<file path="src/rtl/ex_mem_reg_pkg.sv">
// rtl/ex_mem_reg_pkg.sv - shared pipeline codes and EX/MEM register layout
package ex_mem_reg_pkg;

  typedef enum logic [3:0] {
    ALU_ADD  = 4'd0,
    ALU_ADDU = 4'd1,
    ALU_SUB  = 4'd2,
    ALU_SUBU = 4'd3,
    ALU_AND  = 4'd4,
    ALU_OR   = 4'd5,
    ALU_XOR  = 4'd6,
    ALU_SLT  = 4'd7,
    ALU_SLL  = 4'd8,
    ALU_SRL  = 4'd9
  } alu_sel_t;

  typedef enum logic [1:0] {
    BR_NONE = 2'd0,
    BR_EQ   = 2'd1,
    BR_NE   = 2'd2,
    BR_GEZ  = 2'd3
  } branch_type_t;

  typedef enum logic [0:0] {
    ST_NORMAL = 1'b0,
    ST_TRAP   = 1'b1
  } state_t;

  typedef struct packed {
    logic        valid;
    logic [31:0] pc;
    logic [31:0] alu;
    logic [31:0] store_data;
    logic [4:0]  rd;
    logic        reg_write;
    logic        mem_read;
    logic        mem_write;
    logic        branch_taken;
    logic [31:0] branch_target;
    logic [31:0] epc;
  } mem_regs_t;

  // A bubble clears every field except the exception PC, which the caller supplies.
  function automatic mem_regs_t bubble(input logic [31:0] epc);
    mem_regs_t r;
    r     = '0;
    r.epc = epc;
    return r;
  endfunction

endpackage

</file>
<file path="src/rtl/ex_mem_reg_branch_cmp.sv">
// rtl/ex_mem_reg_branch_cmp.sv - branch condition evaluation from ALU flags
module branch_cmp
  import ex_mem_reg_pkg::*;
(
  input  branch_type_t br_type,
  input  logic         zero,
  input  logic         ge_zero,
  output logic         taken
);

  always_comb begin
    taken = 1'b0;
    case (br_type)
      BR_NONE: taken = 1'b0;
      BR_EQ:   taken = zero;
      BR_NE:   taken = ~zero;
      BR_GEZ:  taken = ge_zero;
      default: taken = 1'b0;
    endcase
  end

endmodule

</file>
<file path="src/rtl/ex_mem_reg.sv">
// rtl/ex_mem_reg.sv - EX/MEM pipeline register with branch resolve and overflow trap
module ex_mem_reg
  import ex_mem_reg_pkg::*;
(
  input  logic        clk,
  input  logic        rst,
  input  logic        stall,
  input  logic        flush,
  input  logic        exc_ack,
  input  logic        in_valid,
  input  logic [31:0] in_pc,
  input  logic [31:0] alu_out,
  input  logic        alu_zero,
  input  logic        alu_overflow,
  input  logic        alu_ge_zero,
  input  logic [31:0] in_store_data,
  input  logic [4:0]  in_rd,
  input  logic        in_reg_write,
  input  logic        in_mem_read,
  input  logic        in_mem_write,
  input  logic [1:0]  in_branch_type,
  input  logic [31:0] in_branch_target,
  input  logic        in_ovf_trap,
  output logic        out_valid,
  output logic [31:0] out_pc,
  output logic [31:0] out_alu,
  output logic [31:0] out_store_data,
  output logic [4:0]  out_rd,
  output logic        out_reg_write,
  output logic        out_mem_read,
  output logic        out_mem_write,
  output logic        branch_taken,
  output logic [31:0] branch_target,
  output logic        exc_pending,
  output logic [31:0] exc_epc
);

  state_t    state_q, state_d;
  mem_regs_t regs_q, regs_d;
  logic      br_taken;
  logic      trap_hit;

  branch_cmp u_branch_cmp (
    .br_type (branch_type_t'(in_branch_type)),
    .zero    (alu_zero),
    .ge_zero (alu_ge_zero),
    .taken   (br_taken)
  );

  assign trap_hit = in_valid & in_ovf_trap & alu_overflow;

  always_ff @(posedge clk) begin
    if (rst) begin
      state_q <= ST_NORMAL;
      regs_q  <= '0;
    end else begin
      state_q <= state_d;
      regs_q  <= regs_d;
    end
  end

  always_comb begin
    state_d = state_q;
    regs_d  = regs_q;
    case (state_q)
      ST_NORMAL: begin
        if (flush) begin
          regs_d = bubble(regs_q.epc);
        end else if (stall) begin
          // Held branches must not redirect fetch a second time.
          regs_d.branch_taken = 1'b0;
        end else if (trap_hit) begin
          regs_d  = bubble(in_pc);
          state_d = ST_TRAP;
        end else begin
          regs_d.valid         = in_valid;
          regs_d.pc            = in_pc;
          regs_d.alu           = alu_out;
          regs_d.store_data    = in_store_data;
          regs_d.rd            = in_rd;
          regs_d.reg_write     = in_reg_write;
          regs_d.mem_read      = in_mem_read;
          regs_d.mem_write     = in_mem_write;
          regs_d.branch_taken  = in_valid & br_taken;
          regs_d.branch_target = in_branch_target;
        end
      end
      ST_TRAP: begin
        // The bubble loaded on entry is held; the ack-cycle input is dropped.
        if (exc_ack) state_d = ST_NORMAL;
      end
      default: state_d = ST_NORMAL;
    endcase
  end

  assign exc_pending    = (state_q == ST_TRAP);
  assign out_valid      = regs_q.valid;
  assign out_pc         = regs_q.pc;
  assign out_alu        = regs_q.alu;
  assign out_store_data = regs_q.store_data;
  assign out_rd         = regs_q.rd;
  assign out_reg_write  = regs_q.reg_write;
  assign out_mem_read   = regs_q.mem_read;
  assign out_mem_write  = regs_q.mem_write;
  assign branch_taken   = regs_q.branch_taken;
  assign branch_target  = regs_q.branch_target;
  assign exc_epc        = regs_q.epc;

endmodule

</file>
<file path="config.mk">
export PLATFORM = sky130hd
export DESIGN_NAME = ex_mem_reg
export DESIGN_NICKNAME = d
export VERILOG_FILES = /design/src/rtl/ex_mem_reg_pkg.sv /design/src/rtl/ex_mem_reg_branch_cmp.sv /design/src/rtl/ex_mem_reg.sv
export SDC_FILE = /design/constraint.sdc
export NUM_CORES = 1
export LEC_CHECK = 0
export CAP_MARGIN = 20
export CELL_PAD_IN_SITES_DETAIL_PLACEMENT = 0
export CELL_PAD_IN_SITES_GLOBAL_PLACEMENT = 1
export CORE_MARGIN = 4
export CORE_UTILIZATION = 25
export DETAILED_ROUTE_END_ITERATION = 8
export GPL_TIMING_DRIVEN = 0
export PLACE_DENSITY_LB_ADDON = 0.1
export REMOVE_ABC_BUFFERS = 1
export SYNTH_ARGS = -nofsm -noshare
export SYNTH_HDL_FRONTEND = slang
export SYNTH_SLANG_ARGS = --single-unit
</file>
<file path="constraint.sdc">
create_clock -name clk -period 1.3 [get_ports clk]
set_input_delay 0.13 -clock clk [delete_from_list [all_inputs] [get_ports clk]]
set_output_delay 0.13 -clock clk [all_outputs]
set_load 0.02 [all_outputs]
</file>
==> flow_summary.yaml <==
run_status:
  status: "complete, but fails checks"
  violations: "negative setup slack"
worst_setup_path:
  critPathLaunch: "exc_pending"
  start_kind: "register"
  cp_max_fo: 8
  worstReg2RegEnd: "exc_epc[22]"
  critPathArrivalTime_ns: 1.83
  cpPeakStageDelay_ns: 0.46
  cp-end-kind: "register"
  r2r_start: "exc_pending"
  r2r_cells: 6
  endpoint: "exc_epc[22]"
  cp_common_cell: "buf_6"
  cp_slowest_cell: "or3_4"
  crit_type: "register to register"
  critical_path.cell_chain: "buf_8 -> buf_6 -> buf_6 -> or3_4 -> o21ai_1 -> a21oi_1"
  worstPathRequired_ns: 1.58
  ff2ff_setup_slack_ns: -0.25
synth:
  synth_cell_types: 17
  synth.ff_latch_count: 171
  yosysSeqAreaShare: 0.533
  yosys_warnings: 0
  syn_inst: 784
  avgSynthCellArea_um2: 8.19
  syn_area_um2: 6420
placed_design:
  gp_congestion: 0.722
  port_buffers: 318
  placed_area_um2: 10100
  pre_cts_slack_ns: -0.980
  dp.cells: 1356
  hpwl_mm: 16.7
pwr:
  sw_frac_of_total: 0.272
  seqPwrFrac: 0.414
  combPwrFrac: 0.174
  clkPwrFrac: 0.412
  internal-power_w: 0.00959
  p_sw_w: 0.00358
  p_leak_nw: 4.80
  ir_drop_mv: 0.642
  p_per_area_nw_per_um2: 1020
detailed_routing:
  via_count: 7447
  routed_wl_mm: 33.1
  wire_per_inst_um: 22.6
  drc: 0
  initialDrtViolationCount: 417
  antenna_left: 0
  viasPerCell: 5.09
  dr.pass1.iters: 5
sta:
  holdWs_ns: 0.204
  drv_slew: 0
  finalSetupViolations: 172
  rsz0062_at_grt: "true"
  hold_viol: 0
  min_period_over_period: 1.19
  tightestPinTransition_ns: 0.801
  setup_ws_ns: -0.249
  skew_ns: 0.0116
  fmax_mhz: 646
  slew_headroom: 0.466
  fin_crit_ns: 1.55
clock_tree:
  clkLatencyLatePin_ns: 0.43
  cts_tree: "built"
  cts_buffer_depth: 2
  h-tree-depth: 4
  cts_buffers: 17
  clk_pin_slew_ns: 0.07
  cts_root_buffer: "clkbuf_16"
  postCtsHoldBufs: 0
  clock_sinks: 171
die:
  die_area_um2: 28300
  core-area_um2: 25300
  rows: 58
  die_h_um: 168
  start_util: 0.254
  die_w_um: 168
  io_pins: 319
finish:
  fin_area_um2: 13000
  final_nets: 1266
  synthToLayoutAreaGrowth_pct: 102
  final_common_cell: "dfxtp_1"
  layout_common_cells: "170 x dfxtp_1, 141 x clkdlybuf4s50_1, 116 x dlygate4sd2_1"
  fill_cells: 2410
  drive_gt1_frac: 0.331
  fin_cells: 1464
  utilization: 0.513
global_route:
  grt_usage: 0.213
  grt_max_degree: 88
  grt.overflow.total: 0
  grt_pass1_wl_mm: 46.7
  antenna_found_initial: 2
  grt_pass1_vias: 7166
worst_hold_path:
  hold_class: "primary input to register"
  hold-path-cell-count: 2
run:
  drv_cap: 0
## critical path, delay by kind of cell, from the launching register on
kind | cells | cell delay, ns
flip-flops | 1 | 0.35
buffers and inverters | 3 | 0.36
AO/OA/AOI/OAI | 2 | 0.23
AND/OR/NAND/NOR | 1 | 0.46
## state kept, by name, indices dropped and copies added, names as in the netlist
| signal | cells |
|---|---|
| out_pc | 32 |
| out_store_data | 32 |
| out_rd | 5 |
| branch_target | 32 |
| out_mem_write | 1 |
| branch_taken | 1 |
| exc_epc | 32 |
| exc_pending | 1 |
| out_valid | 1 |
| out_reg_write | 1 |
| out_alu | 32 |
| out_mem_read | 1 |
## power groups by stage
stage	sequential (W)	combinational, W	clock, W
final	0.00545	0.00229	0.00543
after CTS	0.00545	0.00201	0.00555
after global placement	0.00559	0.00162	0
after floorplan	0.00576	0.000356	0
after detailed placement	0.00557	0.00170	0
after global routing	0.00547	0.00242	0.00576
## layout make-up
type,instances,area (µm²),share of cell area
Sequential cell,171,3430,0.264
Clock buffer,19,443,0.0342
Antenna cell,4,10.0,0.000772
Multi-Input combinational cell,526,3930,0.303
Clock inverter,12,164,0.0126
Timing Repair Buffer,402,4580,0.353
Tap cell,330,413,0.0318
## Yosys cell counts
library cell | number | area [µm²]
a21oi_1 | 171 | 856
dfxtp_1 | 171 | 3420
nand3_1 | 169 | 846
o21ai_0 | 153 | 766
clkbuf_1 | 79 | 297
o21ai_1 | 16 | 80.1
buf_2 | 13 | 65.1
nand2_1 | 2 | 7.51
nor2b_1 | 2 | 12.5
a21boi_0 | 1 | 7.51
and3_1 | 1 | 6.26
mux2_2 | 1 | 11.3
nand3b_1 | 1 | 7.51
nand4_1 | 1 | 6.26
nor2_1 | 1 | 3.75
nor3_4 | 1 | 16.3
or3_4 | 1 | 11.3
## worst min-delay path by stage
stage                      start       endpoint  slack [ns]
detailed placement  branch_taken   branch_taken        0.46
finish                       rst  out_reg_write        0.20
global placement    branch_taken   branch_taken        0.44
floorplan                    rst   branch_taken        0.20
CTS                          rst    exc_pending        0.20
global route                 rst    exc_pending        0.24
## kinds of logic (layout without fill, tap and decap cells)
logic type	after synthesis	after routing	synth area share
AOI/OAI and AO/OA	341	341	0.266
buffers and inverters	92	433	0.0563
DFF	171	171	0.533
muxes	1	1	0.00175
other	0	4	0
and+or+nand+nor	179	184	0.143
## what timing repair did
action	CTS	global route
pin swaps	117	150
cloned	23	11
endpoints found under the hold margin	0	0
buffers inserted	36	9
resized for setup	361	291
setup endpoints to repair	342	226
## metrics by stage
step,TNS [ns],total power [W]
2_1_floorplan,-627.69,0.00612
4_1_cts,-35.74,0.0130
3_5_place_dp,-135.00,0.00727
6_report,-26.11,0.0132
3_3_place_gp,-1474.37,0.00721
5_1_grt,-39.13,0.0136
## per-layer routing
metal | track usage | routed length [µm]
met1 | 0.290 | 15000
met3 | 0.0592 | 2030
met2 | 0.336 | 15700
met4 | 0.0533 | 340
met5 | 0 | 0
Power figures use the tool's default switching activity.
